**src/rtl/uart_pkg.sv**
```systemverilog
// uart_pkg: shared UART constants, arbiter state type and timeout sizing helper
package uart_pkg;
  localparam int UART_DATA_W = 8;
  localparam int UART_FRAME_BITS = 10;
  typedef enum logic [1:0] {IDLE, LAUNCH, WAIT} uart_arb_state_t;
  function automatic int frame_timeout(input int clks_per_bit);
    return 2 * clks_per_bit * UART_FRAME_BITS;
  endfunction
endpackage

```
**src/rtl/uart_tx_arbiter_if.sv**
```systemverilog
// uart_tx_arbiter_if: requester handshake, transmitter control and arbiter status bundle
// slave = arbiter side, master = requesters/transmitter side
interface uart_tx_arbiter_if import uart_pkg::*; #(
  parameter int NUM_REQ = 4,
  parameter int DATA_W = UART_DATA_W
);
  localparam int IW = NUM_REQ > 1 ? $clog2(NUM_REQ) : 1;
  logic [NUM_REQ-1:0] req_valid;
  logic [NUM_REQ*DATA_W-1:0] req_data;
  logic [NUM_REQ-1:0] req_ready;
  logic [NUM_REQ-1:0] req_done;
  logic uart_start_tx;
  logic [DATA_W-1:0] uart_tx_data;
  logic uart_tx_busy;
  logic uart_tx_done;
  logic [IW-1:0] grant_id;
  logic active;
  logic timeout_err;
  modport slave (
    input req_valid, req_data, uart_tx_busy, uart_tx_done,
    output req_ready, req_done, uart_start_tx, uart_tx_data, grant_id, active, timeout_err
  );
  modport master (
    output req_valid, req_data, uart_tx_busy, uart_tx_done,
    input req_ready, req_done, uart_start_tx, uart_tx_data, grant_id, active, timeout_err
  );
endinterface

```
**src/rtl/rr_arbiter.sv**
```systemverilog
// rr_arbiter: combinational round-robin pick starting at ptr
// req/ptr in; one-hot gnt, its index gnt_id, any = some request present
module rr_arbiter #(
  parameter int NUM_REQ = 4,
  localparam int IW = NUM_REQ > 1 ? $clog2(NUM_REQ) : 1
) (
  input  logic [NUM_REQ-1:0] req,
  input  logic [IW-1:0]      ptr,
  output logic [NUM_REQ-1:0] gnt,
  output logic [IW-1:0]      gnt_id,
  output logic               any
);
  int best, sel;
  always_comb begin
    best = NUM_REQ;
    sel = 0;
    gnt = '0;
    for (int k = 0; k < NUM_REQ; k++)
      if (req[k] && (k + NUM_REQ - int'(ptr)) % NUM_REQ < best) begin
        best = (k + NUM_REQ - int'(ptr)) % NUM_REQ;
        sel = k;
      end
    any = best < NUM_REQ;
    gnt_id = IW'(sel);
    for (int k = 0; k < NUM_REQ; k++) gnt[k] = any && sel == k;
  end
endmodule

```
**src/rtl/uart_tx_arbiter.sv**
```systemverilog
// uart_tx_arbiter: round-robin sharing of one uart_transmitter among NUM_REQ byte requesters
// clk/rst plain; bus (slave) carries requester handshake, transmitter control and status
module uart_tx_arbiter import uart_pkg::*; #(
  parameter int NUM_REQ = 4,
  parameter int DATA_W = UART_DATA_W,
  parameter int TIMEOUT_CYCLES = 200000
) (
  input logic clk,
  input logic rst,
  uart_tx_arbiter_if.slave bus
);
  localparam int IW = NUM_REQ > 1 ? $clog2(NUM_REQ) : 1;
  localparam int CW = $clog2(TIMEOUT_CYCLES + 1);
  uart_arb_state_t state, state_d;
  logic [IW-1:0] ptr, ptr_nx, gnt_id;
  logic [NUM_REQ-1:0] gnt, done_d;
  logic [DATA_W-1:0] sel_data;
  logic [CW-1:0] cnt;
  logic any, tx_ok, expired, fin, unused_busy;
  rr_arbiter #(.NUM_REQ(NUM_REQ)) u_rr (.req(bus.req_valid), .ptr(ptr), .gnt(gnt), .gnt_id(gnt_id), .any(any));
  always_comb begin
    tx_ok = state == WAIT && bus.uart_tx_done;
    // a done arriving on the limit cycle wins over the timeout
    expired = state == WAIT && !bus.uart_tx_done && cnt == CW'(TIMEOUT_CYCLES);
    fin = tx_ok || expired;
    state_d = state == IDLE ? (any ? LAUNCH : IDLE) : state == LAUNCH ? WAIT : fin ? IDLE : WAIT;
    ptr_nx = bus.grant_id == IW'(NUM_REQ - 1) ? '0 : bus.grant_id + 1'b1;
    sel_data = '0;
    done_d = '0;
    for (int k = 0; k < NUM_REQ; k++) begin
      sel_data = sel_data | (gnt[k] ? bus.req_data[k*DATA_W +: DATA_W] : '0);
      done_d[k] = tx_ok && bus.grant_id == IW'(k);
    end
  end
  assign bus.req_ready = state == IDLE ? gnt : '0;
  assign bus.uart_start_tx = state == LAUNCH;
  assign bus.active = state != IDLE;
  assign unused_busy = bus.uart_tx_busy;
  always_ff @(posedge clk or posedge rst)
    if (rst) state <= IDLE;
    else state <= state_d;
  always_ff @(posedge clk or posedge rst)
    if (rst) begin
      ptr <= '0;
      cnt <= '0;
      bus.uart_tx_data <= '0;
      bus.grant_id <= '0;
      bus.req_done <= '0;
      bus.timeout_err <= '0;
    end else begin
      bus.req_done <= done_d;
      bus.timeout_err <= expired;
      if (state == IDLE && any) begin
        bus.uart_tx_data <= sel_data;
        bus.grant_id <= gnt_id;
        cnt <= '0;
      end else if (state != IDLE) cnt <= cnt + 1'b1;
      if (fin) ptr <= ptr_nx;
    end
endmodule

```
**src/flat_wrapper.sv**
```systemverilog
// flat-port wrapper written by rule: the top's interface ports become plain ports
module uart_tx_arbiter_flat import uart_pkg::*;
#(
  parameter int NUM_REQ = 4,
  parameter int DATA_W = UART_DATA_W,
  parameter int TIMEOUT_CYCLES = 200000
)
  (clk, rst, bus_req_valid, bus_req_data, bus_uart_tx_busy, bus_uart_tx_done, bus_req_ready, bus_req_done, bus_uart_start_tx, bus_uart_tx_data, bus_grant_id, bus_active, bus_timeout_err);
  uart_tx_arbiter_if #(.NUM_REQ(NUM_REQ), .DATA_W(DATA_W)) bus_i ();
  input logic clk;
  input logic rst;
  input wire logic [$bits(bus_i.req_valid)-1:0] bus_req_valid;
  input wire logic [$bits(bus_i.req_data)-1:0] bus_req_data;
  input wire logic [$bits(bus_i.uart_tx_busy)-1:0] bus_uart_tx_busy;
  input wire logic [$bits(bus_i.uart_tx_done)-1:0] bus_uart_tx_done;
  output wire logic [$bits(bus_i.req_ready)-1:0] bus_req_ready;
  output wire logic [$bits(bus_i.req_done)-1:0] bus_req_done;
  output wire logic [$bits(bus_i.uart_start_tx)-1:0] bus_uart_start_tx;
  output wire logic [$bits(bus_i.uart_tx_data)-1:0] bus_uart_tx_data;
  output wire logic [$bits(bus_i.grant_id)-1:0] bus_grant_id;
  output wire logic [$bits(bus_i.active)-1:0] bus_active;
  output wire logic [$bits(bus_i.timeout_err)-1:0] bus_timeout_err;
  assign bus_i.req_valid = bus_req_valid;
  assign bus_i.req_data = bus_req_data;
  assign bus_i.uart_tx_busy = bus_uart_tx_busy;
  assign bus_i.uart_tx_done = bus_uart_tx_done;
  assign bus_req_ready = bus_i.req_ready;
  assign bus_req_done = bus_i.req_done;
  assign bus_uart_start_tx = bus_i.uart_start_tx;
  assign bus_uart_tx_data = bus_i.uart_tx_data;
  assign bus_grant_id = bus_i.grant_id;
  assign bus_active = bus_i.active;
  assign bus_timeout_err = bus_i.timeout_err;
  uart_tx_arbiter #(.NUM_REQ(NUM_REQ), .DATA_W(DATA_W), .TIMEOUT_CYCLES(TIMEOUT_CYCLES)) u_core (.clk(clk), .rst(rst), .bus(bus_i));
endmodule
```
**config.mk**
```make
export PLATFORM = sky130hd
export DESIGN_NAME = uart_tx_arbiter_flat
export DESIGN_NICKNAME = d
export VERILOG_FILES = /design/src/rtl/uart_pkg.sv /design/src/rtl/uart_tx_arbiter_if.sv /design/src/rtl/rr_arbiter.sv /design/src/rtl/uart_tx_arbiter.sv /design/src/flat_wrapper.sv
export SDC_FILE = /design/constraint.sdc
export NUM_CORES = 1
export LEC_CHECK = 0
export CAP_MARGIN = 20
export CORE_ASPECT_RATIO = 0.5
export CORE_UTILIZATION = 45
export CTS_CLUSTER_DIAMETER = 60
export CTS_CLUSTER_SIZE = 20
export DETAILED_ROUTE_END_ITERATION = 12
export PLACE_DENSITY = 0.87
export SYNTH_ARGS = -nofsm -noshare
export SYNTH_HDL_FRONTEND = slang
export SYNTH_SLANG_ARGS = --single-unit
```
**constraint.sdc**
```tcl
create_clock -name clk -period 6.53 [get_ports clk]
set_input_delay 0.653 -clock clk [delete_from_list [all_inputs] [get_ports clk]]
set_output_delay 0.653 -clock clk [all_outputs]
set_load 0.03 [all_outputs]
```
==> results.md <==
* DR vias at 2041
* Residual DRC count at 0
* Nets@finish at 335
* I/O pins at 61
* R2r endpoint: u_core.bus.uart_tx_data[5]$_DFFE_PP0P_
* Vias per Instance at 5.93
* Mux share of post-synthesis cell area at 6.35%
* Comb power frac at 54.9%
* Crit path capture: bus_req_ready[0]
* R2R setup slack at 2.70 ns
* Drt first pass iters at 4
* Crit Path Max Fanout at 9
* Worst-path clk slew at 0.07 ns
* Rel. slew slack at 37.7%
* Leak Pwr at 1.23 nW
* Final WS setup at 1.17 ns
* Mapped cell area at 2110 µm²
* Post-CTS Resized at 0
* Clock network fraction of total power at 16.1%
* Fin. Hold Viols at 0
* Insertion delay to the later sink of the worst-skew pair at 0.30 ns
* Multi-input logic area at 1100 µm²
* Worst Setup End Kind: output port
* Final-layout fill cell count at 330
* RSZ-0062 raised after global routing: no
* Number of cells produced by synthesis at 225
* Inserted Diodes at 0
* Hold Path Class: register to register
* Crit Path Class: input port to output port
* Initial antenna violation count at 0
* Synth Register Bits at 37
* CP Data Arrival Time at 4.71 ns
* Tot GR Track Use at 23.3%
* WL per Instance at 15.8 µm
* TNS Setup at 0 ns
* Root buffer cell: clkbuf_8
* Post-place setup slack at 1.24 ns
* Flop pwr share at 29.0%
* I/O Buffers at 59
* Die area at 4980 µm²
* Internal Power at 0.664 mW
* Complex-gate fraction of the synthesized area at 17.6%
* Vias in the first global route at 1974
* Post-CTS Hold Fix Bufs at 0
* Minimum clock period at 5.36 ns
* Pin count of the biggest net entering global routing at 38
* Register-to-Register Path Depth at 13
* Pwr/cell area at 424 nW/µm²
* Worst EP required at 5.88 ns
* Synth Area in Simple Gates at 22.6%
* Synth warnings at 0
* Detailed Place HPWL at 3930 µm
* Switching power at 0.541 mW
* Core Region at 4450 µm²
* H-tree levels at 2
* Die width at 98.8 µm
* Max_cap viols at 0
* Outcome: complete, no violations
* First-pass GRT wire length at 8910 µm
* CTS tree: built
* Final Wtd Congestion at 0.820
* Worst Tran Pin Value at 0.934 ns
* Final Util at 63.9%
* Tot Pwr at 1.21 mW
* CTS Buffer Depth at 2
* Yosys cell types at 42
* Final setup violation count at 0
* WL final at 5440 µm
* Num Clock Sinks at 37
* Layout cell share with drive strength beyond 1 at 7.32%
* Crit path launch: bus_req_valid[0]
* Largest family of logic cells by synthesized area: simple AND/OR/NAND/NOR gates
* CTS Buf Count at 5
* Sequential cell area at 926 µm²
* # Post-CTS Setup Buffers at 0
* Final Skew at 0.00892 ns
* DR iter-0 viols at 105
* Period utilization at 82.1%
* Area delta synth->final at 34.9%
* Syn nets at 273
* Synthesized area per cell at 9.36 µm²
* Max Freq at 186 MHz
* Grt ovf at 0
* Slew Viols, Final at 0
* Switch share at 44.9%
* Startpoint class of the critical path: input port
* Sequential share of the synthesized area at 43.9%
* Row cnt at 17
* Reg2Reg Launch Point: u_core.ptr[1]$_DFFE_PP0N_
* Final ANT Viol Nets at 0
* Hold slack at 0.496 ns
* VDD IR-drop max at 278 µV
* Starting Density at 47.4%
* Die Y at 50.4 µm
* Synth Area in XOR/XNOR at 0.831%
* Adder-cell share of the synthesized area at 4.75%
## worst max-delay path, cell delays in order
cell             delay, ns
clkdlybuf4s50_1       0.61
inv_1                 0.12
mux2i_1               0.15
a32oi_1               0.09
ha_1                  0.32
o21ai_2               0.07
and2_2                0.22
o21ai_0               0.45
nand2_1               0.08
o21ai_0               0.10
ha_1                  0.21
and3b_1               0.24
o21ai_2               0.20
nand2_1               0.17
nor4_1                0.28
clkdlybuf4s50_1       0.73
## flip-flops by register name (all words and copies together) (netlist names)
name,flops
u_core.cnt,18
u_core.bus.req_done,4
u_core.bus.timeout_err,1
u_core.ptr,2
u_core.bus.uart_tx_data,8
u_core.state,2
u_core.bus.grant_id,2
## cells in the final DEF (no fill, tap or decap), drive strengths merged, types with 2 or more instances in the layout
master         Yosys  final
o21a               3      3
a221oi             8      8
dfrtp             37     37
a31oi             10     10
nor4               5      5
o21ai             19     19
ha                 8      8
clkbuf             2      5
inv               12     12
nor3               5      5
nor2b              2      2
nor2              23     23
mux2               3      3
nand2             27     27
nand3              7      7
and2               2      2
o211ai             2      2
o31ai              3      3
clkdlybuf4s50      0     59
mux2i             10     10
and3               7      7
nand2b             2      2
xnor2              2      2
nand4             12     12
## layout make-up
| class | instances | area share, % |
|---|---|---|
| clock inverters | 2 | 1.23 |
| flip-flops and latches | 37 | 32.6 |
| inverters | 12 | 1.58 |
| repair buffers | 60 | 21.0 |
| multi-input cells | 171 | 38.6 |
| well taps | 57 | 2.51 |
| clock buffers | 5 | 2.42 |
## cells in the mapped netlist
| master | count | area [µm²] |
|---|---|---|
| a221oi_1 | 8 | 70.1 |
| nor3b_1 | 1 | 7.51 |
| dfrtp_1 | 37 | 926 |
| o21ai_2 | 2 | 17.5 |
| nand4_1 | 12 | 75.1 |
| mux2_2 | 3 | 33.8 |
| nand2_1 | 26 | 97.6 |
| nor4_1 | 5 | 31.3 |
| o21a_1 | 3 | 22.5 |
| nor2b_1 | 2 | 12.5 |
| and2b_2 | 1 | 8.76 |
| mux2i_1 | 10 | 100 |
| inv_2 | 1 | 3.75 |
| a211oi_4 | 1 | 20.0 |
| a21oi_1 | 1 | 5.00 |
| a32o_2 | 1 | 11.3 |
| a32oi_1 | 1 | 8.76 |
| and2_2 | 1 | 7.51 |
| o2111a_1 | 1 | 11.3 |
| a311o_1 | 1 | 10.0 |
| and3_1 | 6 | 37.5 |
| o21ai_0 | 17 | 85.1 |
| nor2_1 | 22 | 82.6 |
| nand2_2 | 1 | 6.26 |
| buf_6 | 2 | 22.5 |
| nor4b_1 | 1 | 8.76 |
| ha_1 | 8 | 100 |
| xnor2_1 | 2 | 17.5 |
| buf_4 | 1 | 7.51 |
| o32ai_1 | 1 | 8.76 |
| clkbuf_1 | 2 | 7.51 |
| and2_1 | 1 | 6.26 |
| nand2b_1 | 2 | 12.5 |
| nor3_1 | 5 | 25.0 |
| and3b_1 | 1 | 8.76 |
| a31oi_1 | 10 | 62.6 |
| and3_2 | 1 | 7.51 |
| inv_1 | 11 | 41.3 |
| nor2_2 | 1 | 6.26 |
| nand3_1 | 7 | 35.0 |
| o31ai_1 | 3 | 22.5 |
| o211ai_1 | 2 | 15.0 |
## worst min-delay path by stage
stage	end	cells past startpoint	slack, ns	startpoint
global route	u_core.cnt[14]$_DFFE_PP0P_	1	0.51	u_core.cnt[14]$_DFFE_PP0P_
finish	u_core.cnt[17]$_DFFE_PP0P_	1	0.50	u_core.cnt[17]$_DFFE_PP0P_
global placement	u_core.cnt[17]$_DFFE_PP0P_	1	0.46	u_core.cnt[17]$_DFFE_PP0P_
CTS	u_core.cnt[14]$_DFFE_PP0P_	1	0.50	u_core.cnt[14]$_DFFE_PP0P_
floorplan	u_core.cnt[17]$_DFFE_PP0P_	1	0.45	u_core.cnt[17]$_DFFE_PP0P_
detailed placement	u_core.cnt[14]$_DFFE_PP0P_	1	0.49	u_core.cnt[14]$_DFFE_PP0P_
## stage by stage
step                      instance area, µm²  cells
after floorplan                         2110    225
after global placement                  2740    337
after detailed placement                2740    337
after CTS                               2840    344
after global routing                    2840    344
final                                   2840    344
## power groups by stage
| stage | clock network [mW] | registers, mW | logic (mW) |
|---|---|---|---|
| floorplan | 0 | 0.410 | 0.384 |
| global placement | 0 | 0.347 | 0.624 |
| detailed placement | 0 | 0.351 | 0.652 |
| CTS | 0.195 | 0.348 | 0.658 |
| global route | 0.203 | 0.358 | 0.721 |
| finish | 0.194 | 0.349 | 0.662 |
## cell families (layout without fill, tap and decap cells)
kind of cell    count (synthesis)  count (layout)
flops                          37              37
xor+xnor                        2               2
mux                            13              13
fa+ha+maj                       8               8
compound gates                 52              52
simple gates                   96              96
buf+inv                        17              79
## metal layers
| layer | global-route usage [%] | routed length, µm | up-vias |
|---|---|---|---|
| li1 | - | - | 955 |
| met1 | 26.5 | 2260 | 1014 |
| met2 | 42.2 | 2770 | 58 |
| met3 | 5.29 | 278 | 14 |
| met4 | 11.7 | 131 | 0 |
| met5 | 0 | 0 | - |
No activity file was read; power rests on OpenSTA's default activity.
